**src/rtl/hazard_v_pkg.sv**
```systemverilog
// Shared types for the vector register-address tracker.
// Defines the register address type, the per-stage record carried down
// the pipeline, and the all-zero bubble value used for reset and flush.
package hazard_v_pkg;

    localparam int RA_W = 4;

    typedef logic [RA_W-1:0] regaddr_t;

    typedef struct packed {
        logic     valid;
        regaddr_t ra1;
        regaddr_t ra2;
        regaddr_t wa3;
        logic     regwrite;
        logic     memtoreg;
    } stage_t;

    localparam stage_t STAGE_BUBBLE = '0;

endpackage

```
**src/rtl/hazard_stage_reg.sv**
```systemverilog
// One pipeline stage register holding a stage_t record.
// Synchronous reset and flush both load the bubble; otherwise the
// incoming record is captured on every clock edge.
import hazard_v_pkg::*;

module hazard_stage_reg (
    input  logic   clk,
    input  logic   reset,
    input  logic   flush,
    input  stage_t d_in,
    output stage_t q_out
);

    stage_t stage_d;
    stage_t stage_q;

    // Pick the next record: a flush replaces whatever arrives with a bubble
    always_comb begin
        stage_d = d_in;
        if (flush) begin
            stage_d = STAGE_BUBBLE;
        end
    end

    // Stage register with synchronous reset to the bubble
    always_ff @(posedge clk) begin
        if (reset) begin
            stage_q <= STAGE_BUBBLE;
        end else begin
            stage_q <= stage_d;
        end
    end

    assign q_out = stage_q;

endmodule

```
**src/rtl/hazard_track_v.sv**
```systemverilog
// Register-address tracker feeding the vector hazard unit.
// Carries D-stage register addresses and write controls through E, M and W
// stage registers and produces combinational match/qualifier strobes.
// Optional statistics counters are built when HAZ_STATS_EN is defined.
import hazard_v_pkg::*;

module hazard_track_v #(
    parameter int RA_W = hazard_v_pkg::RA_W
`ifdef HAZ_STATS_EN
    ,
    parameter int CNT_W = 16
`endif
) (
    input  logic            clk,
    input  logic            reset,
    input  logic            ValidD,
    input  logic [RA_W-1:0] RA1D,
    input  logic [RA_W-1:0] RA2D,
    input  logic [RA_W-1:0] WA3D,
    input  logic            RegWriteD,
    input  logic            MemtoRegD,
    input  logic            StallD,
    input  logic            FlushE,
    output logic            Match_1E_M,
    output logic            Match_1E_W,
    output logic            Match_2E_M,
    output logic            Match_2E_W,
    output logic            Match_12D_E,
    output logic            RegWriteM,
    output logic            RegWriteW,
    output logic            MemtoRegE,
    output logic [RA_W-1:0] WA3W
`ifdef HAZ_STATS_EN
    ,
    output logic [CNT_W-1:0] StallCnt,
    output logic [CNT_W-1:0] FwdCnt
`endif
);

    stage_t d_rec;
    stage_t e_rec;
    stage_t m_rec;
    stage_t w_rec;
    logic   unused_fields;

    // Pack the Decode inputs into the record that enters Execute
    always_comb begin
        d_rec          = STAGE_BUBBLE;
        d_rec.valid    = ValidD;
        d_rec.ra1      = RA1D;
        d_rec.ra2      = RA2D;
        d_rec.wa3      = WA3D;
        d_rec.regwrite = RegWriteD;
        d_rec.memtoreg = MemtoRegD;
    end

    hazard_stage_reg u_stage_e (
        .clk   (clk),
        .reset (reset),
        .flush (FlushE),
        .d_in  (d_rec),
        .q_out (e_rec)
    );

    hazard_stage_reg u_stage_m (
        .clk   (clk),
        .reset (reset),
        .flush (1'b0),
        .d_in  (e_rec),
        .q_out (m_rec)
    );

    hazard_stage_reg u_stage_w (
        .clk   (clk),
        .reset (reset),
        .flush (1'b0),
        .d_in  (m_rec),
        .q_out (w_rec)
    );

    // Address compares and qualified controls; invalid stages never match
    always_comb begin
        Match_1E_M  = e_rec.valid & m_rec.valid & (e_rec.ra1 == m_rec.wa3);
        Match_2E_M  = e_rec.valid & m_rec.valid & (e_rec.ra2 == m_rec.wa3);
        Match_1E_W  = e_rec.valid & w_rec.valid & (e_rec.ra1 == w_rec.wa3);
        Match_2E_W  = e_rec.valid & w_rec.valid & (e_rec.ra2 == w_rec.wa3);
        Match_12D_E = ValidD & e_rec.valid &
                      ((RA1D == e_rec.wa3) | (RA2D == e_rec.wa3));
        RegWriteM   = m_rec.valid & m_rec.regwrite;
        RegWriteW   = w_rec.valid & w_rec.regwrite;
        MemtoRegE   = e_rec.valid & e_rec.memtoreg;
        WA3W        = w_rec.valid ? w_rec.wa3 : '0;
    end

    // Record fields that later stages carry along but nothing here reads
    assign unused_fields = ^{e_rec.regwrite, m_rec.ra1, m_rec.ra2, m_rec.memtoreg,
                             w_rec.ra1, w_rec.ra2, w_rec.memtoreg};

`ifdef HAZ_STATS_EN
    logic [CNT_W-1:0] stall_cnt_d;
    logic [CNT_W-1:0] stall_cnt_q;
    logic [CNT_W-1:0] fwd_cnt_d;
    logic [CNT_W-1:0] fwd_cnt_q;
    logic             fwd_event;

    // Saturating increments for stall cycles and qualified forwarding cycles
    always_comb begin
        fwd_event   = ((Match_1E_M | Match_2E_M) & RegWriteM) |
                      ((Match_1E_W | Match_2E_W) & RegWriteW);
        stall_cnt_d = stall_cnt_q;
        fwd_cnt_d   = fwd_cnt_q;
        if (StallD && (stall_cnt_q != '1)) begin
            stall_cnt_d = stall_cnt_q + CNT_W'(1);
        end
        if (fwd_event && (fwd_cnt_q != '1)) begin
            fwd_cnt_d = fwd_cnt_q + CNT_W'(1);
        end
    end

    // Counter registers, cleared by reset
    always_ff @(posedge clk) begin
        if (reset) begin
            stall_cnt_q <= '0;
            fwd_cnt_q   <= '0;
        end else begin
            stall_cnt_q <= stall_cnt_d;
            fwd_cnt_q   <= fwd_cnt_d;
        end
    end

    assign StallCnt = stall_cnt_q;
    assign FwdCnt   = fwd_cnt_q;
`endif

endmodule

```
**config.mk**
```make
export PLATFORM = sky130hd
export DESIGN_NAME = hazard_track_v
export DESIGN_NICKNAME = d
export VERILOG_FILES = /design/src/rtl/hazard_v_pkg.sv /design/src/rtl/hazard_stage_reg.sv /design/src/rtl/hazard_track_v.sv
export SDC_FILE = /design/constraint.sdc
export NUM_CORES = 1
export LEC_CHECK = 0
export ABC_CLOCK_PERIOD_IN_PS = 1300
export CORE_ASPECT_RATIO = 0.5
export CORE_MARGIN = 3
export CORE_UTILIZATION = 53
export CTS_CLUSTER_SIZE = 16
export DETAILED_ROUTE_END_ITERATION = 10
export MAX_ROUTING_LAYER = met4
export PLACE_DENSITY = 0.8
export SLEW_MARGIN = 40
export SYNTH_ARGS = -nofsm -noshare
export SYNTH_HDL_FRONTEND = slang
export SYNTH_HIERARCHICAL = 1
export SYNTH_SLANG_ARGS = --single-unit
```
**constraint.sdc**
```tcl
create_clock -name clk -period 1.3 [get_ports clk]
set_input_delay 0.39 -clock clk [delete_from_list [all_inputs] [get_ports clk]]
set_output_delay 0.39 -clock clk [all_outputs]
set_load 0.005 [all_outputs]
```
### Yosys cells after proc, flatten, opt, wreduce, memory -nomap -nowiden

Index checks and enable logic that the tools add are counted.

| operators by class | value |
|---|---|
| bitwise gates (word level) | 12 |
| equality and inequality tests | 6 |
| mux-type cells | 1 |
| reductions and logical operators | 1 |

Operator list:

| cell | number |
|---|---|
| == test 4 bit | 6 |
| bitwise AND 1 bit | 11 |
| 2-to-1 mux 4 bit | 1 |
| OR reduction 2 bit | 1 |
| bitwise OR 1 bit | 1 |

| word-level totals | value |
|---|---|
| word-level logic and storage cells | 32 |
| output and inout port bits | 12 |
| input bits | 19 |
| bits in registers | 27 |

### Longest topological paths before layout

| logic depth | value |
|---|---|
| depth after elaboration | 3 |
| depth in mapped cells | 3 |
| gate-level depth less buffers | 3 |

### Modules after synthesis

Netlist, hierarchy kept.

By module, submodules not included:

| module | cells an instance | area an instance (um^2) | sequential area each (um^2) | times used |
|---|---|---|---|---|
| hazard_stage_reg | 32 | 485.5 | 300.3 | 3 |
| hazard_track_v | 44 | 350.3 | 0.0 | 1 |

### Least setup slack after synthesis

Ideal clock, no wire load.

| path | value |
|---|---|
| path type | input to output |
| start | input RA1D[1] |
| end | output Match_12D_E |
| data required time | 0.910 ns |
| data arrival time | 0.782 ns |
| cell stages on the path | 3 |
| path buffers | 0 |
| setup slack | 0.128 ns |
| path through | xnor2_1 nand4_1 a21oi_1 |

| on the way | value |
|---|---|
| word-level cells in the longest chain between the ends | 3 |

Ends and longest elaborated chain:

| item | RTL line | RTL |
|---|---|---|
| start, declared | hazard_track_v.sv:17 | `input logic [RA_W-1:0] RA1D,` |
| == test 4 bit | hazard_track_v.sv:88 | `((RA1D == e_rec.wa3) \| (RA2D == e_rec.wa3));` |
| bitwise OR 1 bit | hazard_track_v.sv:88 |  |
| bitwise AND 1 bit | hazard_track_v.sv:87 | `Match_12D_E = ValidD & e_rec.valid &` |
| end, declared | hazard_track_v.sv:28 | `output logic Match_12D_E,` |

No other way between the ends.

### Worst setup path in the final report

Ends and elaborated chain as after synthesis.

==> reports/qor.txt <==
outcome = finished, violations left
violated checks = setup timing
FILL cells = 123
Worst-path clk slew = 0.09 ns
syn_area_per_cell = 12.0 um^2
Vias/cell = 4.94
final setup margin = -0.349 ns
Area Growth Syn to Fin = 35.5%
Leakage = 0.700 nW
final antenna-violating net count = 0
Max FO, Critical Path = 2
hold buffers post-CTS = 0
vias in the first global route = 816
layout cells sized above 1 = 51.4%
maxcap violations = 0
TritonRoute pass-1 iters = 4
GR Util All Layers = 18.0%
Die H = 40.4 um
DRC Markers = 0
final-report hold violation count = 0
Tcrit/Tclk final = 127%
post-layout util = 83.2%
critical path type = primary input to primary output
Placed Instances = 164
FMAX = 606 MHz
post-DP HPWL = 1.68 mm
CTS Sinks = 27
Die X = 74.7 um
first-pass GRT wire length = 3.66 mm
root buffer cell = clkbuf_8
input/output buffers = 29
later-pin clock latency in the skew report = 0.27 ns
Arrival @ worst endpoint = 1.26 ns
I/O pin total = 31
Final Critical Period = 1.65 ns
CP Capture Type = primary output
CTS tree = yes
worst vdd ir = 0.599 mV
register area = 572 um^2
required time worst endpoint = 0.91 ns
Slew Viols, Final = 0
RSZ-0062 raised after global routing = true
row cnt = 11
grt total ovfl = 0
gpl congestion = 0.810
Core Box Area = 2040 um^2
Post-Syn Area = 1250 um^2
H-tree Lvls = 1
number of nets in the layout = 166
pin count of the biggest net entering global routing = 18
final wirelength = 2.35 mm
PwrDens = 901 nW/um^2
setup TNS = -1.99 ns
Yosys warning total = 6
Ant. Diodes = 0
Die Area = 3020 um^2
initial antenna violation count = 0
vias post-DR = 849
Synth Instances = 104
setup slack at placement = -0.965 ns
area of the multi-input gates = 697 um^2
Non-Filler Instances = 172
Startpoint Class = primary input
endpoints failing setup = 9
Wirelength per Cell = 13.7 um
Initial Util = 61.4%
DRT iter0 DRCs = 26
Layout Skew = 0.00645 ns
HP Class = flip-flop to flip-flop
clk buf depth = 2
cts bufs inserted = 3
==> metal layers <==
metal  track usage, %  vias up  part of all wire [%]
met4             3.98        0                     0
met3             6.00        0                   5.3
li1                 -      429                     -
met2             28.3       25                    47
met1             22.9      395                    48
met5                -        -                     0
==> registers in the layout, indices dropped and copies added (netlist names) <==
signal           count
u_stage_w/q_out      6
u_stage_e/q_out     15
u_stage_m/q_out      6
==> worst max-delay path, cell delays in order <==
cell and delay (ns):
dlygate4sd2_1 0.25, xnor2_1 0.15, nand4_1 0.15, a21oi_2 0.18
buf_2 0.13
==> power breakdown <==
part | switching, mW | leakage (nW) | internal, mW
Combinational | 0.0748 | 0.449 | 0.105
Clock | 0.260 | 0.0217 | 0.218
Sequential | 0.0225 | 0.229 | 0.847
==> worst paths after layout <==
kind / from / endpoint / slack (ns) / cells past startpoint
max: RA1D[1] / Match_12D_E / -0.35 / 5
min: u_stage_e/q_out[1] / u_stage_m/q_out[1] / 0.47 / 1
max reg2reg: u_stage_e/q_out[14] / u_stage_m/q_out[14] / 0.56 / 2
min reg2reg: u_stage_e/q_out[1] / u_stage_m/q_out[1] / 0.47 / 1
==> area by class of cell <==
| class | instances | area share (%) |
|---|---|---|
| multi-input combinational | 76 | 41.1 |
| clock inverter | 1 | 0.443 |
| sequential | 27 | 33.7 |
| clock buffer | 3 | 2.44 |
| tap | 26 | 1.92 |
| timing repair buffer | 39 | 20.4 |
==> what timing repair did <==
| action | 4_1_cts | 5_1_grt |
|---|---|---|
| resized for setup | 83 | 13 |
| pin swaps | 6 | 7 |
| endpoints found under the setup margin | 12 | 11 |
| buffers inserted | 4 | 2 |
==> cell usage in the layout (no fill, tap or decap) <==
master           count
nand4_1              2
clkdlybuf4s50_1      9
conb_1               6
and2_1               3
buf_4                6
nand3_1              4
nor3b_1              9
xnor2_2              3
clkinvlp_4           1
buf_12               1
buf_6                7
a21oi_2              1
dfxtp_4              3
dfxtp_2             16
xor2_1              12
nor4_2               4
xnor2_1              9
clkdlybuf4s15_1      1
buf_2                8
dlygate4sd2_1        7
dfxtp_1              8
clkbuf_8             3
and2_4               4
nor3b_2             18
nand2_1              1
==> per-stage QoR <==
step	instance area, um^2	power [mW]	hold WS [ns]
finish	1700	1.53	0.465
global route	1700	1.59	0.468
CTS	1650	1.53	0.465
detailed placement	1580	1.07	0.452
global placement	1580	1.07	0.447
floorplan	1270	0.992	0.438
No activity file was read; power rests on OpenSTA's default activity.
